--- config.mk ---
export PLATFORM = sky130hd
export DESIGN_NAME = rom_scan_ctrl
export DESIGN_NICKNAME = d
export VERILOG_FILES = /design/src/rtl/rom_scan_ctrl.sv
export SDC_FILE = /design/constraint.sdc
export NUM_CORES = 1
export LEC_CHECK = 0
export BUFFER_PORTS_ARGS = -buffer_cell sky130_fd_sc_hd__buf_2
export CAP_MARGIN = 30
export CORE_ASPECT_RATIO = 0.75
export CORE_MARGIN = 2
export CORE_UTILIZATION = 52
export DETAILED_ROUTE_END_ITERATION = 6
export HOLD_SLACK_MARGIN = 0.1
export PLACE_DENSITY = 0.82
export RECOVER_POWER = 50
export SLEW_MARGIN = 20
export SYNTH_ARGS = -nofsm -noshare
export SYNTH_HDL_FRONTEND = slang
export SYNTH_SLANG_ARGS = --single-unit
--- constraint.sdc ---
create_clock -name clk -period 2.4 [get_ports clk]
set_input_delay 0.36 -clock clk [delete_from_list [all_inputs] [get_ports clk]]
set_output_delay 0.36 -clock clk [all_outputs]
set_load 0.01 [all_outputs]
--- src/rtl/rom_scan_ctrl.sv ---
// Address sequencer for the LED pattern ROM: timed up/down scan (one-shot or looping),
// manual single-step in IDLE, and a registered copy of the ROM output on the LED bus.
module rom_scan_ctrl #(
   parameter int TICK_DIV = 100_000_000,
   parameter int ADDR_W   = 3,
   parameter int DATA_W   = 8
) (
   input  logic              clk,
   input  logic              rst,
   input  logic              start,
   input  logic              stop,
   input  logic              step,
   input  logic              dir,
   input  logic              loop_en,
   output logic [ADDR_W-1:0] rom_addr,
   input  logic [DATA_W-1:0] rom_data,
   output logic [DATA_W-1:0] led,
   output logic              busy,
   output logic              done
);

   localparam int CNT_W = $clog2(TICK_DIV);
   localparam logic [CNT_W-1:0]  CNT_LAST = CNT_W'(TICK_DIV - 1);
   localparam logic [CNT_W-1:0]  CNT_ONE  = CNT_W'(1);
   localparam logic [ADDR_W-1:0] ADDR_MAX = '1;
   localparam logic [ADDR_W-1:0] ADDR_ONE = ADDR_W'(1);

   typedef enum logic {IDLE, RUN} state_t;

   state_t              state_reg, state_next;
   logic [ADDR_W-1:0]   addr_reg, addr_next;
   logic [CNT_W-1:0]    cnt_reg, cnt_next;
   logic [DATA_W-1:0]   led_reg;
   logic                busy_reg, busy_next;
   logic                done_reg, done_next;
   logic                cap_reg;

   logic                tick;
   logic                at_end;
   logic [ADDR_W-1:0]   first_addr;
   logic [ADDR_W-1:0]   addr_adv;

   assign tick       = (state_reg == RUN) && (cnt_reg == CNT_LAST);
   assign at_end     = dir ? (addr_reg == '0) : (addr_reg == ADDR_MAX);
   assign first_addr = dir ? ADDR_MAX : '0;
   assign addr_adv   = dir ? (addr_reg - ADDR_ONE) : (addr_reg + ADDR_ONE);

   // State register
   always_ff @(posedge clk or posedge rst) begin
      if (rst) begin
         state_reg <= IDLE;
      end else begin
         state_reg <= state_next;
      end
   end

   // Next-state logic; stop outranks start, which outranks the end-of-scan tick
   always_comb begin
      state_next = state_reg;
      if (stop) begin
         state_next = IDLE;
      end else if (start) begin
         state_next = RUN;
      end else if (tick && at_end && !loop_en) begin
         state_next = IDLE;
      end
   end

   // Output / datapath next values
   always_comb begin
      addr_next = addr_reg;
      cnt_next  = '0;
      done_next = 1'b0;
      if (stop) begin
         addr_next = addr_reg;
      end else if (start) begin
         addr_next = first_addr;
      end else if (state_reg == RUN) begin
         if (tick) begin
            if (!at_end) begin
               addr_next = addr_adv;
            end else if (loop_en) begin
               addr_next = first_addr;
            end else begin
               done_next = 1'b1;
            end
         end else begin
            cnt_next = cnt_reg + CNT_ONE;
         end
      end else if (step) begin
         addr_next = addr_adv;
      end
      busy_next = (state_next == RUN);
   end

   // cap starts at 1 so the first edge after reset loads rom[0] onto the LEDs
   always_ff @(posedge clk or posedge rst) begin
      if (rst) begin
         addr_reg <= '0;
         cnt_reg  <= '0;
         led_reg  <= '0;
         busy_reg <= 1'b0;
         done_reg <= 1'b0;
         cap_reg  <= 1'b1;
      end else begin
         addr_reg <= addr_next;
         cnt_reg  <= cnt_next;
         busy_reg <= busy_next;
         done_reg <= done_next;
         cap_reg  <= (addr_next != addr_reg);
         if (cap_reg) begin
            led_reg <= rom_data;
         end
      end
   end

   assign rom_addr = addr_reg;
   assign led      = led_reg;
   assign busy     = busy_reg;
   assign done     = done_reg;

endmodule

==> key figures <==
Placed design
  – Final GP Congestion: 0.860
  – HPWL reported at the end of detailed placement: 3320 um
  – PortBufs: 27
  – Post-Place Cells: 325

Routing
  – Average vias per placed instance: 5.79
  – Via count of the routed design: 1,938
  – Routed WL per cell: 14.4 um
  – Final Routed Wirelength: 4810 um
  – Number of detailed-routing iterations run before antenna repair: 4
  – Post-detailed-route count of antenna-violating nets: 0
  – First DRT Iteration DRCs: 154
  – Drc violations: 0

Outcome
  – Outcome: finished clean

Synthesis
  – Synthesis warning total: 0
  – Synth Flop Type: dfrtp_1
  – Netlist cell types: 52
  – Largest cells by area after synthesis: dfrtp_1, xor2_1, nor2_1
  – Leading cell types by count after synthesis: dfrtp_1, nor2_1, nand2_1
  – Area fraction of the dominant cell type after synthesis: 0.435
  – Average instance area after synthesis: 9.44 sq um
  – Mapped cell area: 2300 sq um
  – Sequential fraction of the synthesis area: 0.446
  – Flip-flop and latch count after synthesis: 41
  – Post-Syn Nets: 261
  – Mapped Cells: 244
  – Cell type with the largest total area after synthesis: dfrtp_1
  – Async S/R FF share, synth: 1.00
  – EDFF count, synth: 0
  – Most frequently used cell type in the post-synthesis netlist: dfrtp_1

Layout
  – Antenna diode count: 0
  – Signed area change from the synthesized netlist to the final layout: 16.7%
  – Number of flip-flops in the largest register: 27
  – Nets: 296
  – Share of layout cells above drive strength 1: 0.243
  – Post-route insts no fill: 335
  – Filler instances: 339

Timing
  – Setup_tns: 0 ps
  – Actual slew at the worst max-slew pin: 983 ps
  – Worst slew margin relative to its limit: 0.344
  – Tcrit/Tclk final: 0.973
  – Setup violations, final: 0
  – Time the final worst path needs with I/O delays and setup: 2330 ps
  – Final hold violation count: 0
  – FMAX: 428 MHz
  – Final number of max-transition violations: 0
  – Clock tree skew after final layout: 7.06 ps

Flow run
  – Maxcap violations: 0

CTS
  – Clock tree from TritonCTS: built
  – Maximum count of clock buffers along a single path: 2
  – Number of sinks on the clock net: 41
  – H-tree levels: 2
  – Clock buffers created by TritonCTS: 5
  – Hold Buf Count CTS: 0
  – Clock Pin Slew Worst Setup and Hold Paths: 80 ps
  – Clock network latency to the later pin of the worst-skew pair: 300 ps
  – Clk Tree Root Cell: clkbuf_8

Floorplanning
  – Core Box Area: 4150 sq um
  – Total number of placement rows: 20
  – Starting density of the core: 0.554
  – Number of top-level pins: 28
  – Overall die area: 4980 sq um
  – Width of the die: 80.8 um
  – Die Height: 61.6 um

Setup path
  – Worst Setup Start Kind: flip-flop
  – Largest driver fanout on the critical path: 8
  – Req. time, crit path: 2630 ps
  – Crit Path Class: flip-flop to flip-flop
  – Arrival time reported for the critical path endpoint: 2560 ps
  – Element type at the critical path end: flip-flop

Pwr
  – Total Power Consumption: 0.00172 W
  – Lkg Pwr: 1.14 nW
  – Maximum vdd ir drop: 0.000390 V
  – Cell area power density: 642 nW/um^2

Global routing
  – Overall routing resource usage: 0.203
  – Vias in the first global route: 1,656
  – Sum of overflow across all layers after global routing: 0
  – Antenna violations before repair: 0
  – Largest net degree at the start of global routing: 42
  – Global-route wire length before repair: 7540 um

Worst hold path
  – Min-delay worst type: input port to flip-flop
==> layout make-up <==
class,count,area [sq um],share of cell area
clock buffer,5,68.8,0.0256
multi-input combinational,185,1220,0.453
clock inverter,3,46.3,0.0172
inverter,5,18.8,0.00699
tap,55,68.8,0.0256
sequential,41,1030,0.383
timing repair buffer,41,238,0.0885
==> layer usage <==
layer / routed length, um / GRT usage
met2: 2220 / 0.328
met1: 2160 / 0.271
met3: 353 / 0.0513
met4: 73 / 0.0678
met5: 0 / 0
==> power breakdown <==
part / internal, W / total [W] / switching [W]
clock network: 0.000311 / 0.000557 / 0.000246
logic: 0.000181 / 0.000378 / 0.000197
registers: 0.000747 / 0.000789 / 0.0000419
==> critical path, cell delays in order (launching register included) <==
cell,delay (ps)
dfrtp_2,430
fa_1,410
buf_4,180
a21bo_2,200
a221oi_2,250
a21oi_1,80
o21a_1,210
nand3_1,90
a31oi_1,80
a311o_2,350
==> cell families (layout without fill, tap and decap cells) <==
logic type | after synthesis | after routing | share of synthesized area
AO/OA/AOI/OAI | 41 | 41 | 0.123
flip-flops | 41 | 41 | 0.446
AND/OR/NAND/NOR | 109 | 109 | 0.247
XOR/XNOR | 24 | 24 | 0.0913
adder cells (fa/ha/maj) | 2 | 2 | 0.0141
multiplexers | 9 | 9 | 0.0435
buffers and inverters | 18 | 54 | 0.0353
==> final timing paths <==
check	start	end	slack [ps]	depth (start not counted)
min reg2reg	led[6]	led[6]	510	1
max in group asynchronous	rst	rom_addr[0]	1380	3
max reg2reg	rom_addr[0]	cap_reg	70	9
min	rom_data[0]	led[0]	290	2
min in group asynchronous	rst	rom_addr[0]	360	3
max	rom_addr[0]	cap_reg	70	9
==> stage by stage <==
step | area (sq um) | worst slack (ps) | util | hold WS [ps]
floorplan | 2300 | 8.24 | - | 455
global placement | 2530 | 39.9 | 0.610 | 467
detailed placement | 2530 | -65.1 | 0.610 | 479
CTS | 2650 | 11.6 | 0.638 | 197
global route | 2690 | -9.51 | 0.647 | 290
finish | 2690 | 65.0 | 0.647 | 289
==> repair_timing <==
item                                    4_1_cts  5_1_grt
endpoints found under the setup margin        0        2
resized for setup                             0        4
hold endpoints to repair                      0        0
buffers inserted                              0        2
==> layout by cell type, fill, tap and decap left out, types with 2 or more instances in the layout <==
| cell type | synthesis | final |
|---|---|---|
| nand3_1 | 15 | 15 |
| o21ai_0 | 10 | 10 |
| nor2_1 | 34 | 34 |
| nand2b_1 | 6 | 6 |
| or3_1 | 5 | 5 |
| buf_2 | 5 | 27 |
| dfrtp_1 | 40 | 39 |
| o211ai_1 | 2 | 2 |
| nor2b_1 | 4 | 4 |
| o221ai_1 | 2 | 2 |
| a21o_1 | 3 | 3 |
| nor3_1 | 4 | 4 |
| mux2_2 | 8 | 8 |
| xnor2_1 | 9 | 9 |
| inv_1 | 5 | 5 |
| nor4b_1 | 2 | 2 |
| nand2_1 | 20 | 20 |
| buf_4 | 2 | 13 |
| xor2_1 | 15 | 15 |
| nand4_1 | 2 | 2 |
| a21oi_1 | 8 | 8 |
| clkbuf_8 | 0 | 5 |
| o311ai_0 | 2 | 2 |
| and3_1 | 6 | 6 |
| nand3b_1 | 2 | 2 |
Note: power is estimated with default switching activity, not from simulation.
